[src/rtl/mem_access_ctrl.sv]
// Serialises the control unit's level memory enables into a req/ack stream on a
// single-port memory, capturing fetched words and the operand, and stalling the unit.
module mem_access_ctrl #(
  parameter int AW      = 8,
  parameter int DW      = 16,
  parameter int TIMEOUT = 255
) (
  input  logic          clk,
  input  logic          rst_n,
  input  logic          mem1RE,
  input  logic          mem2RE,
  input  logic          mem3RE,
  input  logic          mem4RE,
  input  logic          memWE,
  input  logic [AW-1:0] pc,
  input  logic [AW-1:0] opAddr,
  input  logic [DW-1:0] wdata,
  output logic          stall,
  output logic [DW-1:0] instr1,
  output logic [DW-1:0] instr2,
  output logic [DW-1:0] instr3,
  output logic [DW-1:0] opData,
  output logic          busErr,
  output logic          mem_req,
  output logic          mem_we,
  output logic [AW-1:0] mem_addr,
  output logic [DW-1:0] mem_wdata,
  input  logic [DW-1:0] mem_rdata,
  input  logic          mem_ack,
  output logic [1:0]    dbg_state_o
);

  localparam int CW = (TIMEOUT < 2) ? 1 : $clog2(TIMEOUT);

  typedef enum logic [1:0] {S_IDLE = 2'd0, S_ISSUE = 2'd1, S_DONE = 2'd2} state_t;

  state_t        state_q, state_d;
  logic [4:0]    pend_q, pend_d;
  logic [AW-1:0] pc_q, pc_d, opa_q, opa_d;
  logic [DW-1:0] wd_q, wd_d;
  logic [CW-1:0] cnt_q, cnt_d;
  logic [DW-1:0] instr1_q, instr1_d, instr2_q, instr2_d, instr3_q, instr3_d;
  logic [DW-1:0] opdata_q, opdata_d;
  logic          buserr_q, buserr_d;

  logic [4:0]    en;
  logic [4:0]    cur;
  logic          timed_out;
  logic          complete;
  logic [DW-1:0] cap_data;

  // Bit order is also issue priority: word1, word2, word3, operand read, write.
  assign en        = {memWE, mem4RE, mem3RE, mem2RE, mem1RE};
  assign cur       = pend_q & (~pend_q + 5'd1);
  assign timed_out = (cnt_q == CW'(TIMEOUT - 1));
  assign complete  = mem_req & (mem_ack | timed_out);
  assign cap_data  = mem_ack ? mem_rdata : '0;

  assign stall       = (|en) && (state_q != S_DONE);
  assign mem_req     = (state_q == S_ISSUE);
  assign mem_we      = cur[4];
  assign mem_wdata   = wd_q;
  assign instr1      = instr1_q;
  assign instr2      = instr2_q;
  assign instr3      = instr3_q;
  assign opData      = opdata_q;
  assign busErr      = buserr_q;
  assign dbg_state_o = state_q;

  always_comb begin
    mem_addr = opa_q;
    if (cur[0])      mem_addr = pc_q;
    else if (cur[1]) mem_addr = pc_q + AW'(1);
    else if (cur[2]) mem_addr = pc_q + AW'(2);
  end

  always_comb begin
    state_d  = state_q;
    pend_d   = pend_q;
    pc_d     = pc_q;
    opa_d    = opa_q;
    wd_d     = wd_q;
    cnt_d    = cnt_q;
    instr1_d = instr1_q;
    instr2_d = instr2_q;
    instr3_d = instr3_q;
    opdata_d = opdata_q;
    buserr_d = buserr_q;
    case (state_q)
      S_IDLE: begin
        if (|en) begin
          pend_d  = en;
          pc_d    = pc;
          opa_d   = opAddr;
          wd_d    = wdata;
          cnt_d   = '0;
          state_d = S_ISSUE;
        end
      end
      S_ISSUE: begin
        if (complete) begin
          pend_d = pend_q & ~cur;
          cnt_d  = '0;
          if (cur[0]) instr1_d = cap_data;
          if (cur[1]) instr2_d = cap_data;
          if (cur[2]) instr3_d = cap_data;
          if (cur[3]) opdata_d = cap_data;
          if (!mem_ack) buserr_d = 1'b1;
          if ((pend_q & ~cur) == 5'd0) state_d = S_DONE;
        end else begin
          cnt_d = cnt_q + CW'(1);
        end
      end
      S_DONE:  state_d = S_IDLE;
      default: state_d = S_IDLE;
    endcase
  end

  always_ff @(posedge clk or negedge rst_n) begin
    if (!rst_n) begin
      state_q  <= S_IDLE;
      pend_q   <= '0;
      pc_q     <= '0;
      opa_q    <= '0;
      wd_q     <= '0;
      cnt_q    <= '0;
      instr1_q <= '0;
      instr2_q <= '0;
      instr3_q <= '0;
      opdata_q <= '0;
      buserr_q <= 1'b0;
    end else begin
      state_q  <= state_d;
      pend_q   <= pend_d;
      pc_q     <= pc_d;
      opa_q    <= opa_d;
      wd_q     <= wd_d;
      cnt_q    <= cnt_d;
      instr1_q <= instr1_d;
      instr2_q <= instr2_d;
      instr3_q <= instr3_d;
      opdata_q <= opdata_d;
      buserr_q <= buserr_d;
    end
  end

endmodule
[config.mk]
export PLATFORM = sky130hd
export DESIGN_NAME = mem_access_ctrl
export DESIGN_NICKNAME = d
export VERILOG_FILES = /design/src/rtl/mem_access_ctrl.sv
export SDC_FILE = /design/constraint.sdc
export NUM_CORES = 1
export LEC_CHECK = 0
export BUFFER_PORTS_ARGS = -buffer_cell sky130_fd_sc_hd__buf_4
export CAP_MARGIN = 5
export CORE_MARGIN = 2
export CORE_UTILIZATION = 23
export DETAILED_ROUTE_END_ITERATION = 6
export PLACE_DENSITY_LB_ADDON = 0.12
export SYNTH_ARGS = -nofsm -noshare
export SYNTH_HDL_FRONTEND = slang
export SYNTH_SLANG_ARGS = --single-unit
export TNS_END_PERCENT = 10
[constraint.sdc]
create_clock -name clk -period 1.8 [get_ports clk]
set_input_delay 0.09 -clock clk [delete_from_list [all_inputs] [get_ports clk]]
set_output_delay 0.09 -clock clk [all_outputs]
set_load 0.005 [all_outputs]
# --- Word level (Yosys, flattened, before mapping) ---
# Cells that the tools add are included.
totals:
  reg_bits: 112
  elab_cells: 56
classes:
  add_sub_neg: 4
  n_eq_ne: 6
  mux: 14
  n_bitwise: 7
  n_reduce_logical: 14
ops:
  columns: ["operator", "n"]
  rows:
  - ["$mux W8", 5]
  - ["$reduce_and A3 Y1", 7]
  - ["$add A8 B1 Y8 const B", 2]
  - ["$mux W16", 1]
  - ["$pmux W8 S2", 1]
  - ["$and A5 B5 Y5", 2]
  - ["$mux W5", 2]
  - ["$not A5 Y5", 2]
  - ["$pmux W5 S2", 1]
  - ["$add A8 B2 Y8 const B", 1]
  - ["$eq A8 B8 Y1 const B", 1]
  - ["$mux W2", 3]
  - ["$add A5 B1 Y5 const B", 1]
  - ["$logic_not A5 Y1", 1]
  - ["$reduce_or A5 Y1", 1]
  - ["$ne A2 B1 Y1 const B", 2]
  - ["$ne A2 B2 Y1 const B", 2]
  - ["$pmux W2 S2", 1]
  - ["$reduce_and A2 Y1", 2]
  - ["$eq A2 B1 Y1 const B", 1]
  - ["$logic_not A2 Y1", 1]
  - ["$reduce_bool A2 Y1", 1]
  - ["$and A1 B1 Y1", 1]
  - ["$logic_and A1 B1 Y1", 1]
  - ["2 further kinds", 2]

# --- Depth between registers and ports, before layout ---
depth:
  depth_word: 9
  ltp_mapped: 8
  depth_no_buf: 6

# --- Least setup slack after synthesis ---
# Ideal clock, no wire load.
synth_path:
  path_kind: "register to register"
  from: "register cnt_q[0]"
  to: "register opdata_q[10] (netlist: opData[10])"
  arrival_ns: 1.515
  required_time_ns: 1.679
  setup_slack_ns: 0.164
  stages_incl_launch_ff: 8
  path_cell_list: "dfrtp_1 -> inv_1 -> ha_1 -> nand3_1 -> o21bai_4 -> nand4_4 -> buf_2 -> a22o_1"
synth_between:
  elab_chain_cells: 4
synth_lines:
  columns: ["element", "line_no", "source"]
  rows:
  - ["start, declared", "41", "logic [CW-1:0] cnt_q, cnt_d;"]
  - ["start signal, assigned", "138", "cnt_q <= cnt_d;"]
  - ["$eq A8 B8 Y1", "55", "assign timed_out = (cnt_q == CW'(TIMEOUT - 1));"]
  - ["$or A1 B1 Y1", "56", "assign complete = mem_req & (mem_ack | timed_out);"]
  - ["$and A1 B1 Y1", "56", null]
  - ["$reduce_and A3 Y1 (no source line)", null, null]
  - ["end signal, assigned", "142", "opdata_q <= opdata_d;"]
  - ["end, declared", "43", "logic [DW-1:0] opdata_q, opdata_d;"]
# Every way passes these cells.
# A chain may end at the register's enable or synchronous reset.

# --- Worst setup path after layout ---
layout_path:
  from: "register pc_q[1]"
  to: "output port mem_addr[7]"
layout_between:
  elab_chain_cells: 4
layout_lines:
  columns: ["element", "line_no", "source"]
  rows:
  - ["start, declared", "39", "logic [AW-1:0] pc_q, pc_d, opa_q, opa_d;"]
  - ["start signal, assigned", "135", "pc_q <= pc_d;"]
  - ["$add A8 B2 Y8", "74", "else if (cur[2]) mem_addr = pc_q + AW'(2);"]
  - ["$mux W8", "74", null]
  - ["$mux W8 (*)", "73", "else if (cur[1]) mem_addr = pc_q + AW'(1);"]
  - ["$mux W8 (*)", "72", "if (cur[0]) mem_addr = pc_q;"]
  - ["end, declared", "26", "output logic [AW-1:0] mem_addr,"]
# Every way passes the cells marked *; elsewhere a longest branch is shown, timed or not.

==> impl_metrics.py <==
metrics = {
    "outcome": {
        "status": "finished, violations left",
        "violations": "negative setup slack",
    },
    "die": {
        "start_util": 0.233,
        "die_w_um": 150,
        "ios": 150,
        "num_rows": 53,
        "die_area_um2": 22400,
        "core_area_um2": 20900,
        "die_h_um": 150,
    },
    "global_routing": {
        "grt_max_degree": 36,
        "antenna_found_initial": 0,
        "grt_pass1_vias": 4221,
        "grt_use_total": 0.141,
        "grt_pass1_wl_um": 24100,
        "grt_overflow_total": 0,
    },
    "clock_tree": {
        "clk_latency_ps": 370,
        "cts_tree": "done",
        "cts.sinks": 112,
        "cts_buffers": 9,
        "path_clk_slew_ps": 80,
        "cts-root-buf": "clkbuf_16",
        "clockBufferDepth": 2,
        "ctsHtreeMaxLevel": 3,
    },
    "placed_design": {
        "place.gp.congestion": 0.762,
        "dpl.hpwl_um": 10900,
        "dp_slack_ps": 35.6,
        "dp_cells": 819,
        "numPortBuffers": 149,
    },
    "sta": {
        "worst_pin_slew_ps": 491,
        "clock_skew_ps": 16.6,
        "setup_violations": 1,
        "maxSlewViolCount": 0,
        "tns_ps": -21.5,
        "rsz0062_at_grt": "yes",
        "period_needed_ps": 1820,
        "setup_ws_ps": -21.5,
        "fmax_ghz": 0.549,
        "slew_headroom": 0.673,
        "hold_viol": 0,
        "final.period_utilization": 1.01,
    },
    "setup_path": {
        "critPathKind": "reg -> out",
        "slowest_stage": "dfrtp_2",
        "arrival_ps": 1730,
        "regToRegStartpoint": "cnt_q[0]$_DFFE_PN0P_",
        "worstPathCellList": "ha_4, inv_2, or3_1, a31oi_1, mux2_4, buf_6",
        "crit_path_end_kind": "output port",
        "rr_endpoint": "opData[8]$_DFFE_PN0P_",
        "worstRegToRegCells": 7,
        "critPathMaxStageDelay_ps": 420,
        "r2r_setup_slack_ps": 90,
        "startpoint_type": "register",
        "crit_fanout": 4,
        "worstPathRequired_ps": 1710,
    },
    "synth": {
        "netlist_area_um2": 4880,
        "yosysSeqAreaShare": 0.575,
        "syn_nets": 450,
        "syn_area_per_cell_um2": 12.5,
        "synth-main-ff-cell": "dfrtp_1",
        "synth_warnings": 0,
        "synth-edff-count": 0,
        "yosysUniqueCellTypes": 52,
        "ys_async_sr_fraction": 1.00,
        "synth_cells": 390,
        "ys_ff_latch": 112,
    },
    "pwr": {
        "p_per_area_nw_per_um2": 1690,
        "p_leak_nw": 3.40,
        "ir_drop_uv": 669,
    },
    "finish": {
        "n_antenna_cell": 0,
        "final_cells": 895,
        "fin_nets": 675,
        "final_cell_mix": "buf_4, dfrtp_1, dlygate4sd3_1, o2bb2ai_1, nand2_1",
        "syn_to_final_growth_pct": 52.3,
        "drive_above_1_share": 0.410,
        "final_common_cell": "buf_4",
    },
    "routing": {
        "first_iter_violations": 130,
        "via_per_inst": 4.53,
        "drtAntennaViolNets": 0,
        "vias": 4055,
        "routed_wl_um": 15600,
        "wire_per_inst_um": 17.4,
        "route.detailed.drc": 0,
        "dr.pass1.iters": 5,
    },
    "min_path": {
        "holdPathStages": 4,
        "worstHoldPathType": "in -> reg",
        "min_to": "pend_q[3]$_DFFE_PN0P_",
        "min-delay-start": "mem4RE",
    },
    "job": {
        "maxCapViolations": 0,
    },
}
==> worst max-delay path: cells and delay by family, from the launching register on <==
kind            cells  cell delay, ps
compound gates      1             130
fa+ha+maj           1             170
buf+inv             2             120
flops               1             420
mux                 1             170
simple gates        1             360
==> sequential cells by signal, summed over array words and instances (netlist names) <==
name / cells
instr1: 16
opData: 16
busErr: 1
pc_q: 8
instr3: 16
pend_q: 5
opa_q: 8
cnt_q: 8
mem_wdata: 16
instr2: 16
dbg_state_o: 2
==> worst max-delay path by stage <==
stage | startpoint | endpoint | slack, ps | cells past startpoint
2_1_floorplan | cnt_q[0]$_DFFE_PN0P_ | opData[10]$_DFFE_PN0P_ | 160 | 7
3_3_place_gp | cnt_q[0]$_DFFE_PN0P_ | cnt_q[2]$_DFFE_PN0P_ | 50 | 6
3_5_place_dp | cnt_q[0]$_DFFE_PN0P_ | instr2[0]$_DFFE_PN0P_ | 40 | 6
4_1_cts | pc_q[1]$_DFFE_PN0P_ | mem_addr[7] | -50 | 6
5_1_grt | pc_q[1]$_DFFE_PN0P_ | mem_addr[7] | -140 | 6
6_report | pc_q[1]$_DFFE_PN0P_ | mem_addr[7] | -20 | 6
==> kinds of logic (layout without fill, tap and decap cells) <==
logic type	after synthesis	in the layout	synth area share
multiplexers	36	36	0.0823
XOR/XNOR	9	9	0.0162
AND/OR/NAND/NOR	81	81	0.0895
adder cells (fa/ha/maj)	5	5	0.0123
AO/OA/AOI/OAI	118	118	0.193
flip-flops	112	112	0.575
buffers and inverters	29	259	0.0323
==> cell type report <==
| cell class | instances | area [µm²] |
|---|---|---|
| clock buffer | 9 | 225 |
| clock inverter | 7 | 88.8 |
| fill | 2097 | 13500 |
| inverter | 4 | 15.0 |
| multi-input combinational | 249 | 1970 |
| sequential | 112 | 2810 |
| tap | 275 | 344 |
| timing repair buffer | 239 | 1980 |
==> stage by stage <==
stage          power, mW  hold WS (ps)  utilization  area [µm²]
3_3_place_gp        10.0          94.4        0.309        6460
6_report            12.5          58.1        0.356        7430
5_1_grt             13.4          71.3        0.356        7430
2_1_floorplan       7.08          -206            -        4880
4_1_cts             12.6          40.9        0.353        7370
3_5_place_dp        10.1          93.8        0.309        6460
==> synth_stat cells, types with 4 or more instances <==
cell / n / area (µm²)
and3_1: 4 / 25.0
xor2_1: 8 / 70.1
nand3_1: 8 / 40.0
a32o_1: 16 / 160
clkbuf_1: 10 / 37.5
a21o_1: 4 / 30.0
nand2_1: 30 / 113
inv_1: 4 / 15.0
a31oi_1: 5 / 31.3
ha_1: 4 / 50.1
nor2_1: 13 / 48.8
buf_2: 8 / 40.0
a21oi_1: 11 / 55.1
a22o_1: 19 / 166
o21ai_0: 17 / 85.1
dfrtp_1: 112 / 2800
o2bb2ai_1: 33 / 289
mux2_2: 30 / 338
nand2b_1: 6 / 37.5
buf_6: 4 / 45.0
==> where the power goes <==
part	internal, mW	leakage (nW)	switching (mW)	total [mW]
clock network	1.02	0.153	1.13	2.15
registers	3.65	1.39	0.843	4.49
logic	3.41	1.86	2.47	5.88
==> per-layer routing <==
layer	share of wire	wire length [µm]	track usage	vias to the layer above
li1	-	-	-	1910
met1	0.45	7010	0.184	2045
met2	0.49	7660	0.234	94
met3	0.049	759	0.0360	6
met4	0.0093	145	0.0343	0
met5	0	0	0	-
==> timing repair <==
item / in CTS / in global routing
resized for setup: 11 / 11
endpoints found under the hold margin: 94 / 0
hold buffers: 51 / 0
pin swaps: 4 / 5
endpoints found under the setup margin: 6 / 45
setup buffers: 6 / 3
(Power assumes the default switching activity.)
